### config.mk
export PLATFORM = sky130hd
export DESIGN_NAME = reg_swap_sched
export DESIGN_NICKNAME = d
export VERILOG_FILES = /design/src/rtl/reg_swap_sched.sv
export SDC_FILE = /design/constraint.sdc
export NUM_CORES = 1
export LEC_CHECK = 0
export ABC_AREA = 1
export CAP_MARGIN = 40
export CORE_ASPECT_RATIO = 1.5
export CORE_MARGIN = 2
export CORE_UTILIZATION = 46
export CTS_CLUSTER_DIAMETER = 60
export CTS_CLUSTER_SIZE = 30
export DETAILED_ROUTE_END_ITERATION = 6
export HOLD_SLACK_MARGIN = 0.08
export PLACE_DENSITY = 0.7
export SETUP_SLACK_MARGIN = 0.1
export SLEW_MARGIN = 20
export SYNTH_ARGS = -nofsm -noshare
export SYNTH_HDL_FRONTEND = slang
export SYNTH_SLANG_ARGS = --single-unit
export TNS_END_PERCENT = 10
### constraint.sdc
create_clock -name clk -period 2.1 [get_ports clk]
set_clock_uncertainty 0.2 [all_clocks]
set_input_delay 0.21 -clock clk [delete_from_list [all_inputs] [get_ports clk]]
set_output_delay 0.21 -clock clk [all_outputs]
set_load 0.05 [all_outputs]
### src/rtl/reg_swap_sched.sv
// Shared register bank controller: two requesters arbitrate round-robin for
// single-register writes or three-step swaps sequenced through one temp register.
module reg_swap_sched #(
   parameter int WIDTH = 4,
   parameter int DEPTH = 4,
   parameter int AW    = 2
) (
   input  logic             clk,
   input  logic             rst,
   input  logic             r0_valid,
   output logic             r0_ready,
   input  logic             r0_op,
   input  logic [AW-1:0]    r0_a,
   input  logic [AW-1:0]    r0_b,
   input  logic [WIDTH-1:0] r0_wdata,
   input  logic             r1_valid,
   output logic             r1_ready,
   input  logic             r1_op,
   input  logic [AW-1:0]    r1_a,
   input  logic [AW-1:0]    r1_b,
   input  logic [WIDTH-1:0] r1_wdata,
   input  logic [AW-1:0]    rd_addr,
   output logic [WIDTH-1:0] rd_data,
   output logic             busy,
   output logic             done,
   output logic             done_id
);

   typedef enum logic [2:0] {IDLE, WR, LOAD, MOVE, STORE} state_t;

   state_t           state_reg;
   logic [WIDTH-1:0] bank_reg [DEPTH];
   logic [WIDTH-1:0] temp_reg;
   logic             op_reg;
   logic [AW-1:0]    a_reg;
   logic [AW-1:0]    b_reg;
   logic [WIDTH-1:0] wdata_reg;
   logic             id_reg;
   logic             rr_reg;
   logic             done_reg;
   logic             done_id_reg;

   logic             idle;
   logic             grant1;
   logic             accept;
   logic             acc_id;
   logic             acc_op;
   logic [AW-1:0]    acc_a;
   logic [AW-1:0]    acc_b;
   logic [WIDTH-1:0] acc_wdata;

   logic             wr_en;
   logic [AW-1:0]    wr_addr;
   logic [WIDTH-1:0] wr_data;

   // Ready is masked while rst is high, even though the state already reads IDLE.
   assign idle   = (state_reg == IDLE) && !rst;
   assign grant1 = r1_valid && (!r0_valid || rr_reg);

   assign r0_ready = idle && r0_valid && !grant1;
   assign r1_ready = idle && r1_valid && grant1;

   assign accept    = r0_ready || r1_ready;
   assign acc_id    = r1_ready;
   assign acc_op    = acc_id ? r1_op    : r0_op;
   assign acc_a     = acc_id ? r1_a     : r0_a;
   assign acc_b     = acc_id ? r1_b     : r0_b;
   assign acc_wdata = acc_id ? r1_wdata : r0_wdata;

   // Exactly one bank register may change per cycle; this picks which and with what.
   always_comb begin
      wr_en   = 1'b0;
      wr_addr = a_reg;
      wr_data = wdata_reg;
      case (state_reg)
         WR: begin
            wr_en = 1'b1;
         end
         MOVE: begin
            wr_en   = 1'b1;
            wr_data = bank_reg[b_reg];
         end
         STORE: begin
            wr_en   = 1'b1;
            wr_addr = b_reg;
            wr_data = temp_reg;
         end
         default: begin
            wr_en = 1'b0;
         end
      endcase
   end

   generate
      for (genvar gi = 0; gi < DEPTH; gi++) begin : g_bank
         always_ff @(posedge clk or posedge rst) begin
            if (rst) begin
               bank_reg[gi] <= '0;
            end else if (wr_en && (wr_addr == AW'(gi))) begin
               bank_reg[gi] <= wr_data;
            end
         end
      end
   endgenerate

   always_ff @(posedge clk or posedge rst) begin
      if (rst) begin
         state_reg   <= IDLE;
         temp_reg    <= '0;
         op_reg      <= 1'b0;
         a_reg       <= '0;
         b_reg       <= '0;
         wdata_reg   <= '0;
         id_reg      <= 1'b0;
         rr_reg      <= 1'b0;
         done_reg    <= 1'b0;
         done_id_reg <= 1'b0;
      end else begin
         done_reg <= 1'b0;
         case (state_reg)
            IDLE: begin
               if (accept) begin
                  op_reg    <= acc_op;
                  a_reg     <= acc_a;
                  b_reg     <= acc_b;
                  wdata_reg <= acc_wdata;
                  id_reg    <= acc_id;
                  rr_reg    <= !acc_id;
                  state_reg <= acc_op ? LOAD : WR;
               end
            end
            WR: begin
               done_reg    <= 1'b1;
               done_id_reg <= id_reg;
               state_reg   <= IDLE;
            end
            LOAD: begin
               temp_reg  <= bank_reg[a_reg];
               state_reg <= MOVE;
            end
            MOVE: begin
               state_reg <= STORE;
            end
            STORE: begin
               done_reg    <= 1'b1;
               done_id_reg <= id_reg;
               state_reg   <= IDLE;
            end
            default: begin
               state_reg <= IDLE;
            end
         endcase
      end
   end

   assign rd_data = bank_reg[rd_addr];
   assign busy    = (state_reg != IDLE);
   assign done    = done_reg;
   assign done_id = done_id_reg;

endmodule

==> impl_results.md, run 1 <==
* Relative slew margins at 0.6728
* Number of synthesized flops with an enable pin at 0
* Die Footprint at 0.005213 mm²
* Post-synth top area share at 0.4103
* Row cnt at 30
* Drt wl/cell at 12.48 µm
* Die H at 87.43 µm
* Min-Delay Path Class: in2async
* Hold_buf cts at 0
* Fraction of layout cells with a size suffix above 1 at 0.1057
* Fmax at 519.9 MHz
* Mapped cell area at 0.002135 mm²
* TritonCTS clock tree: built
* Synthesized flop and latch total at 35
* Die X at 59.62 µm
* Startpoint Class: flip-flop
* Ranking of synthesized cells by area: dfrtp_1 (41%), nand2_1 (25%), inv_1 (9.0%), nand3_1 (8.0%), a21oi_1 (5.2%)
* Register-to-register setup slack at 280 ps
* Final ANT Viol Nets at 0
* GRT overflow at 0
* Initial antenna violation count at 0
* Post-synthesis sequential area ratio at 0.4103
* Outcome: finished clean
* Minimum clock period at 1923 ps
* Final Hold Fails at 0
* Fill cell count at 425
* Worst-Skew Late Latency at 290 ps
* Setup Viol. Count Final at 0
* Gr usage total at 0.2264
* Placed Area at 0.002579 mm²
* Synth area leader: dfrtp_1
* Worst-path clk slew at 70 ps
* Via count at 2083
* Worst EP required at 1690 ps
* Routed WL at 5.203 mm
* I/O Buffers at 32
* Async SR Flop Fraction at 1.000
* LEAKAGE at 1.456 nW
* Most frequent cells after synthesis: nand2_1 (140), inv_1 (51), dfrtp_1 (35)
* N_diodes at 0
* Cells after synthesis at 329
* First-pass GRT wire length at 8.721 mm
* Htree depth at 2
* Final Total Pwr at 3.880 mW
* Clk root buf: clkbuf_8
* Hpwl dp at 4.088 mm
* Slew @ Worst Pin at 489.2 ps
* Prevailing post-synth register cell: dfrtp_1
* Syn nets at 353
* Max Cap Viol at 0
* Critical Path AT at 1510 ps
* RSZ-0062 raised after global routing: yes
* Synth Warn # at 0
* Post-route clock period utilization at 0.9159
* Pwr/cell area at 1450 mW/mm²
* Slew Limit Fails at 0
* Most frequent cell after synthesis: nand2_1
* Synth unique cells at 19
* Peak supply drop at 0.8896 mV
* Total CTS buffers at 5
* Vias per cell at 4.995
* Critical path fanouts, max at 10
* Gpl congestion at 0.8825
* Top-level I/O count at 33
* R2r worst-path depth at 6
* Worst reg2reg startpoint: state_reg[1]
* Design Area, Final at 0.002675 mm²
* Fin util at 0.5939
* R2r endpoint: bank_reg[3]
* Area Growth Syn to Fin at 25.32%
* Crit path kind: reg2out
* CP endpoint kind: output pin
* Initial Util at 0.4739
* Mean Syn Cell Area at 6.488 µm²
* Max reg flops at 16
* DR pass1 iterations at 4
* Total Neg Setup Slack at 0 ps
* Pin count of the biggest net entering global routing at 19
* Nets at 392
* DRT iter0 DRCs at 79
* Placeable Area at 0.004504 mm²
* DRC Markers at 0
* Vias in the first global route at 1944
* Clock Path Buffers at 2
* Clock Sinks at 35
-- area by class of cell --
| cell class | count | area [µm²] | area share |
|---|---|---|---|
| multi-input combinational | 234 | 1037 | 0.3877 |
| sequential | 35 | 877.1 | 0.3279 |
| timing repair buffer | 38 | 410.4 | 0.1534 |
| inverter | 54 | 206.4 | 0.07717 |
| clock buffer | 5 | 68.82 | 0.02572 |
| tap | 48 | 60.06 | 0.02245 |
| clock inverter | 3 | 15.01 | 0.005613 |
-- how the worst max path moves through the flow --
stage | start | endpoint | slack, ps | cells past startpoint
floorplan | rst | id_reg | 250 | 4
finish | state_reg[1] | r1_ready | 180 | 5
global placement | rd_addr[0] | rd_data[1] | 170 | 6
global route | state_reg[1] | r1_ready | 50 | 5
CTS | state_reg[1] | r1_ready | 110 | 5
detailed placement | rd_addr[0] | rd_data[0] | 130 | 6
-- report_power, final --
part	internal, mW	total, mW	switching, mW
Sequential	0.990	1.32	0.329
Combinational	0.760	2.09	1.33
Clock	0.227	0.469	0.243
Total	1.98	3.88	1.90
-- worst max-delay path, stage by stage, from the launching register on --
cell and delay, ps:
dfrtp_1 450, inv_1 160, nand3_2 130, nor2_2 140, buf_4 190, buf_12 140
-- per-layer routing --
metal / track usage / vias up / wire length (µm)
met5: 0 / - / 0
met4: 0.1414 / 0 / 264
met3: 0.02675 / 15 / 169
met2: 0.3936 / 60 / 2627
met1: 0.2542 / 914 / 2141
li1: - / 1094 / -
-- metrics by stage --
stage,cells,hold slack [ps],worst slack [ps]
finish,417,157.3,176.5
global route,417,182.4,50.85
CTS,417,162.5,106.4
detailed placement,409,266.1,131.3
global placement,409,264.6,171.2
floorplan,329,-30.61,254.9
-- cells by family after synthesis --
logic type      share of synthesized area
flops                              0.4103
compound gates                     0.1114
buf+inv                            0.1102
simple gates                       0.3681
-- what timing repair did --
action,CTS,global route
gates cloned,0,0
buffers inserted,0,0
gates resized for setup,2,3
setup endpoints to repair,1,5
-- layout by cell type (no fill, tap or decap) --
cell type / instances
nand2_1: 140
inv_1: 49
nand3_1: 34
dfrtp_1: 34
clkdlybuf4s50_1: 25
a21oi_1: 21
o21ai_0: 13
buf_4: 8
nor2_2: 7
nor2_1: 6
clkbuf_8: 5
buf_12: 5
o21a_1: 4
inv_2: 3
clkinv_2: 3
o21ai_2: 2
o21bai_1: 2
nor2_4: 1
clkinvlp_4: 1
nand4_1: 1
nand3_2: 1
nand2_2: 1
clkinv_1: 1
a21oi_2: 1
dfrtp_2: 1
(Power assumes the default switching activity.)
==> run 2: changes to the inputs <==
--- a/config.mk
+++ b/config.mk
@@ -7,12 +7,13 @@
 export LEC_CHECK = 0
 export ABC_AREA = 1
 export CAP_MARGIN = 40
-export CORE_ASPECT_RATIO = 1.5
+export CORE_ASPECT_RATIO = 0.8
 export CORE_MARGIN = 2
 export CORE_UTILIZATION = 46
 export CTS_CLUSTER_DIAMETER = 60
 export CTS_CLUSTER_SIZE = 30
 export DETAILED_ROUTE_END_ITERATION = 6
+export GPL_ROUTABILITY_DRIVEN = 1
 export HOLD_SLACK_MARGIN = 0.08
 export PLACE_DENSITY = 0.7
 export SETUP_SLACK_MARGIN = 0.1
==> run 2 against run 1 <==
  * Core utilization grew 0.87 points
  * Via count is 2.2% higher
  * First-iteration DRC count increased to 3.4 times the previous value
  * Critical endpoint is now r0_ready
  * Largest power group unchanged
==> impl_results.md, run 2 (synthesis gave the netlist of run 1 again) <==
* Outcome: finished clean
* Area of the multi-input gates at 0.001042 mm²
* Pwr/cell area at 1492 mW/mm²
* Total CTS buffers at 5
* Worst-path clk slew at 80 ps
* Startpoint Class: flip-flop
* Largest stage delay, worst path at 470 ps
* Gr usage total at 0.2302
* Fraction of layout cells with a size suffix above 1 at 0.1033
* Gpl congestion at 0.8985
* Htree depth at 2
* CP endpoint kind: output pin
* CP cell instances: nor2_4, nand4_1, nor2_2, buf_4
* Worst path bufs/invs at 1
* Clock Path Buffers at 2
* Area Growth Syn to Fin at 27.43%
* Post-route clock period utilization at 0.9085
* N_diodes at 0
* First-pass GRT wire length at 9.135 mm
* Initial antenna violation count at 0
* DR pass1 iterations at 4
* Worst-Skew Late Latency at 290 ps
* Vias per cell at 4.974
* Minimum clock period at 1908 ps
* CP max stage cell: dfrtp_1
* Worst EP required at 1690 ps
* Nets at 391
* Fill cell count at 440
* Clk root buf: clkbuf_8
* Peak supply drop at 0.6855 mV
* TritonCTS clock tree: built
* Vias in the first global route at 1867
* Die Footprint at 0.005205 mm²
* Slew @ Worst Pin at 490.5 ps
* Critical path's top delay family: simple AND/OR/NAND/NOR gates
* Via count at 2129
* Placeable Area at 0.004514 mm²
* Setup Viol. Count Final at 0
* DRC Markers at 0
* Final Hold Fails at 0
* Max Cap Viol at 0
* Initial Util at 0.4728
* Most frequent cells in the layout: nand2_1 (140), inv_1 (49), dfrtp_1 (35), nand3_1 (34), clkdlybuf4s50_1 (25)
* Critical path fanouts, max at 5
* DRT iter0 DRCs at 272
* Register-to-register setup slack at 230 ps
* RSZ-0062 raised after global routing: yes
* Sequential Area at 875.8 µm²
* Min-Delay Path Class: in2async
* I/O Buffers at 32
* Setup bufs post-CTS at 0
* Hpwl dp at 4.199 mm
* Clock Sinks at 35
* Crit path kind: reg2out
* GRT overflow at 0
* Pin count of the biggest net entering global routing at 20
* Die X at 80.16 µm
* Most common cell after layout, fill and taps aside: nand2_1
* Total Neg Setup Slack at 0 ps
* Final ANT Viol Nets at 0
* Routed WL at 5.369 mm
* Top-level I/O count at 33
* Max reg flops at 16
* Critical Path AT at 1500 ps
* Slew Limit Fails at 0
* Post-Place Setup Slack at 87.65 ps
* Final worst slack at 192.2 ps
* LEAKAGE at 1.467 nW
* Drt wl/cell at 12.54 µm
* Row cnt at 22
* Die H at 64.93 µm
* Relative slew margins at 0.6718
* Fmax at 524.2 MHz
## run 2: cell count changes in the layout (fill, tap and decap cells not counted)
cell,before,now
a21oi_1,21,19
a21oi_2,1,3
buf_4,8,7
bufinv_16,0,1
clkbuf_8,5,6
clkinv_2,3,1
dfrtp_1,34,35
dfrtp_2,1,0
nor2_1,6,7
nor2_2,7,6
## run 2: per-stage QoR
stage | power [mW] | instances | area (µm²) | hold WS, ps | utilization
final | 4.057 | 428 | 2720 | 137.2 | 0.6026
after CTS | 4.032 | 428 | 2708 | 149.9 | 0.5998
after global placement | 3.360 | 420 | 2586 | 268.3 | 0.5729
after detailed placement | 3.387 | 420 | 2586 | 273.5 | 0.5729
after global routing | 4.411 | 428 | 2720 | 189.6 | 0.6026
after floorplan | 2.704 | 329 | 2141 | -30.61 | -
## run 2: what timing repair did
action / 4_1_cts / 5_1_grt
setup endpoints to repair: 1 / 14
hold buffers: 0 / 0
pin swaps: 0 / 1
gates resized for setup: 1 / 4
## run 2: worst reg2reg max path: stages (launching register included)
cell     delay, ps
dfrtp_1        450
nor2_2         180
nand2_2        190
nand3_1        310
nand2_1        150
nor2_2         190
nand2_1         80
nand2_1         70
## run 2: final timing paths
| check | start | endpoint | depth (start not counted) |
|---|---|---|---|
| worst max-delay path | state_reg[2] | r0_ready | 4 |
| worst min-delay path | rst | state_reg[2] | 3 |
| worst max register to register | state_reg[1] | bank_reg[3] | 7 |
| worst min register to register | bank_reg[8] | bank_reg[8] | 2 |
| max in group asynchronous | rst | bank_reg[6] | 3 |
| min in group clk | bank_reg[8] | bank_reg[8] | 2 |
## run 2: power breakdown
part           switching [mW]  internal, mW  total [mW]  leakage [nW]
combinational            1.37         0.750        2.12         0.969
sequential              0.318         0.989        1.31         0.437
clock                   0.250         0.384       0.634        0.0612
## run 2: final cells by class
type,instances,share of cell area
Inverter,54,0.07590
Multi-Input combinational cell,234,0.3832
Sequential cell,35,0.3220
Tap cell,60,0.02760
Clock buffer,6,0.03036
Clock inverter,2,0.01288
Timing Repair Buffer,37,0.1481
## run 2: layer usage
| metal | vias to the layer above | routed length (µm) | global-route usage |
|---|---|---|---|
| li1 | 1093 | - | - |
| met1 | 952 | 2672 | 0.3691 |
| met2 | 73 | 2197 | 0.3146 |
| met3 | 11 | 404 | 0.04039 |
| met4 | 0 | 95 | 0.05932 |
| met5 | - | 0 | 0 |
==> run 3: changes to the inputs <==
==> constraint.sdc (replaced) <==
create_clock -name clk -period 1.95 [get_ports clk]
set_clock_uncertainty 0.2 [all_clocks]
set_input_delay 0.195 -clock clk [delete_from_list [all_inputs] [get_ports clk]]
set_output_delay 0.195 -clock clk [all_outputs]
set_load 0.05 [all_outputs]
==> run 3 against run 2 <==
  * Hold slack gained 66 ps
  * Via count grew 2.4%
  * Die area is the same
  * Clock-buffer cell count grew 2
  * Sequential share of layout area shrank 0.88 points
  * Combinational power grew 13%
  * Largest power group unchanged
  * Global-route usage grew 0.82 points
  * Routed wire length grew 4.4%
  * Core utilization grew 2.0 points
  * Critical endpoint unchanged
==> impl_results.md, run 3 (synthesis gave the netlist of run 1 again) <==
* DRT iter0 DRCs at 225
* Pin count of the biggest net entering global routing at 36
* First-pass GRT wire length at 9.321 mm
* Vias in the first global route at 1957
* Die H at 64.93 µm
* Crit path kind: reg2out
* Drt wl/cell at 12.77 µm
* Gpl congestion at 0.9436
* DR pass1 iterations at 4
* Seq pwr share at 0.322
* Setup Viol. Count Final at 0
* Initial antenna violation count at 0
* Fraction of layout cells with a size suffix above 1 at 0.1398
* Die Footprint at 0.005205 mm²
* Max Cap Viol at 0
* Max reg flops at 16
* Total Neg Setup Slack at 0 ps
* Total CTS buffers at 5
* Most frequent cells in the layout: nand2_1 (140), inv_1 (48), nand3_1 (33), dfrtp_1 (32), clkdlybuf4s50_1 (24)
* Area Growth Syn to Fin at 31.59%
* DRC Markers at 0
* Vias per cell at 4.968
* Minimum clock period at 1883 ps
* Peak supply drop at 0.6893 mV
* Post-route clock period utilization at 0.9654
* Row cnt at 22
* Die X at 80.16 µm
* Slew Limit Fails at 0
* Startpoint Class: flip-flop
* R2r worst-path depth at 6
* Min-Delay Path Class: in2async
* Comb pwr share at 0.544
* Outcome: finished clean
* Clock Path Buffers at 2
* Switching power at 2.135 mW
* Routed WL at 5.607 mm
* Relative slew margins at 0.6736
* Clock Sinks at 35
* LEAKAGE at 1.517 nW
* Hold_buf cts at 0
* Critical Path AT at 1490 ps
* RSZ-0062 raised after global routing: yes
* Critical path fanouts, max at 5
* Internal at 2.252 mW
* Final ANT Viol Nets at 0
* Clock power frac at 0.135
* Slew @ Worst Pin at 488.1 ps
* Fin cells at 439
* Initial Util at 0.4728
* TritonCTS clock tree: built
* CP endpoint kind: output pin
* Via count at 2181
* Pwr/cell area at 1562 mW/mm²
* Final Hold Fails at 0
* Worst hold slack at 203.4 ps
* N_diodes at 0
* Worst-path clk slew at 80 ps
* GRT overflow at 0
* Htree depth at 2
* Placed insts at 422
* Gr usage total at 0.2384
* Most common cell after layout, fill and taps aside: nand2_1
* Placeable Area at 0.004514 mm²
* I/O Buffers at 32
* Worst-Skew Late Latency at 300 ps
* Sw Ratio at 0.4867
* Worst EP required at 1550 ps
* Clk root buf: clkbuf_8
* Fmax at 531.2 MHz
* Hpwl dp at 4.087 mm
* Nets at 402
* Top-level I/O count at 33
-- run 3: final timing paths --
path	start	to	slack, ps
worst max register to register	state_reg[1]	bank_reg[5]	130
worst min register to register	bank_reg[8]	bank_reg[8]	290
worst min-delay path	rst	temp_reg[0]	200
worst max-delay path	state_reg[0]	r0_ready	70
min in group clk	bank_reg[8]	bank_reg[8]	290
max in group asynchronous	rst	state_reg[1]	1000
-- run 3: final cells by class --
cell class                      instances  area, µm²
Clock buffer                            8      100.1
Inverter                               54      210.2
Fill cell                             421       1705
Tap cell                               60      75.07
Sequential cell                        35      879.6
Timing Repair Buffer                   48      489.2
Multi-Input combinational cell        234       1055
-- run 3: metal layers --
layer  vias up  track usage  share of wire
li1       1120            -              -
met1       962       0.3759           0.51
met2        87       0.3083           0.39
met3        12      0.03900          0.081
met4         0       0.1165          0.022
met5         -            0              0
-- run 3: what timing repair did --
| item | in CTS | in global routing |
|---|---|---|
| pin swaps | 1 | 0 |
| hold endpoints to repair | 0 | 0 |
| setup buffers | 2 | 7 |
| gates resized for setup | 7 | 9 |
| setup endpoints to repair | 3 | 23 |
-- run 3: critical path, stage by stage, from the launching register on --
cell,delay (ps)
dfrtp_2,460
nor2_4,130
nand4_1,130
buf_4,170
nor2_2,130
buf_6,180
-- run 3: per-stage QoR --
step / setup WS (ps) / power (mW) / instance area, µm² / util
6_report: 67.49 / 4.387 / 2809 / 0.6222
5_1_grt: 8.593 / 4.741 / 2809 / 0.6222
4_1_cts: 88.94 / 4.300 / 2733 / 0.6053
3_5_place_dp: 79.52 / 3.658 / 2601 / 0.5762
3_3_place_gp: 101.6 / 3.642 / 2601 / 0.5762
2_1_floorplan: 119.9 / 2.912 / 2141 / -
-- run 3: power by group through the flow --
| stage | Sequential (mW) | Clock, mW | Combinational [mW] |
|---|---|---|---|
| floorplan | 1.34 | 0 | 1.57 |
| global placement | 1.40 | 0 | 2.24 |
| detailed placement | 1.40 | 0 | 2.26 |
| CTS | 1.40 | 0.595 | 2.31 |
| global route | 1.45 | 0.626 | 2.67 |
| finish | 1.41 | 0.591 | 2.39 |
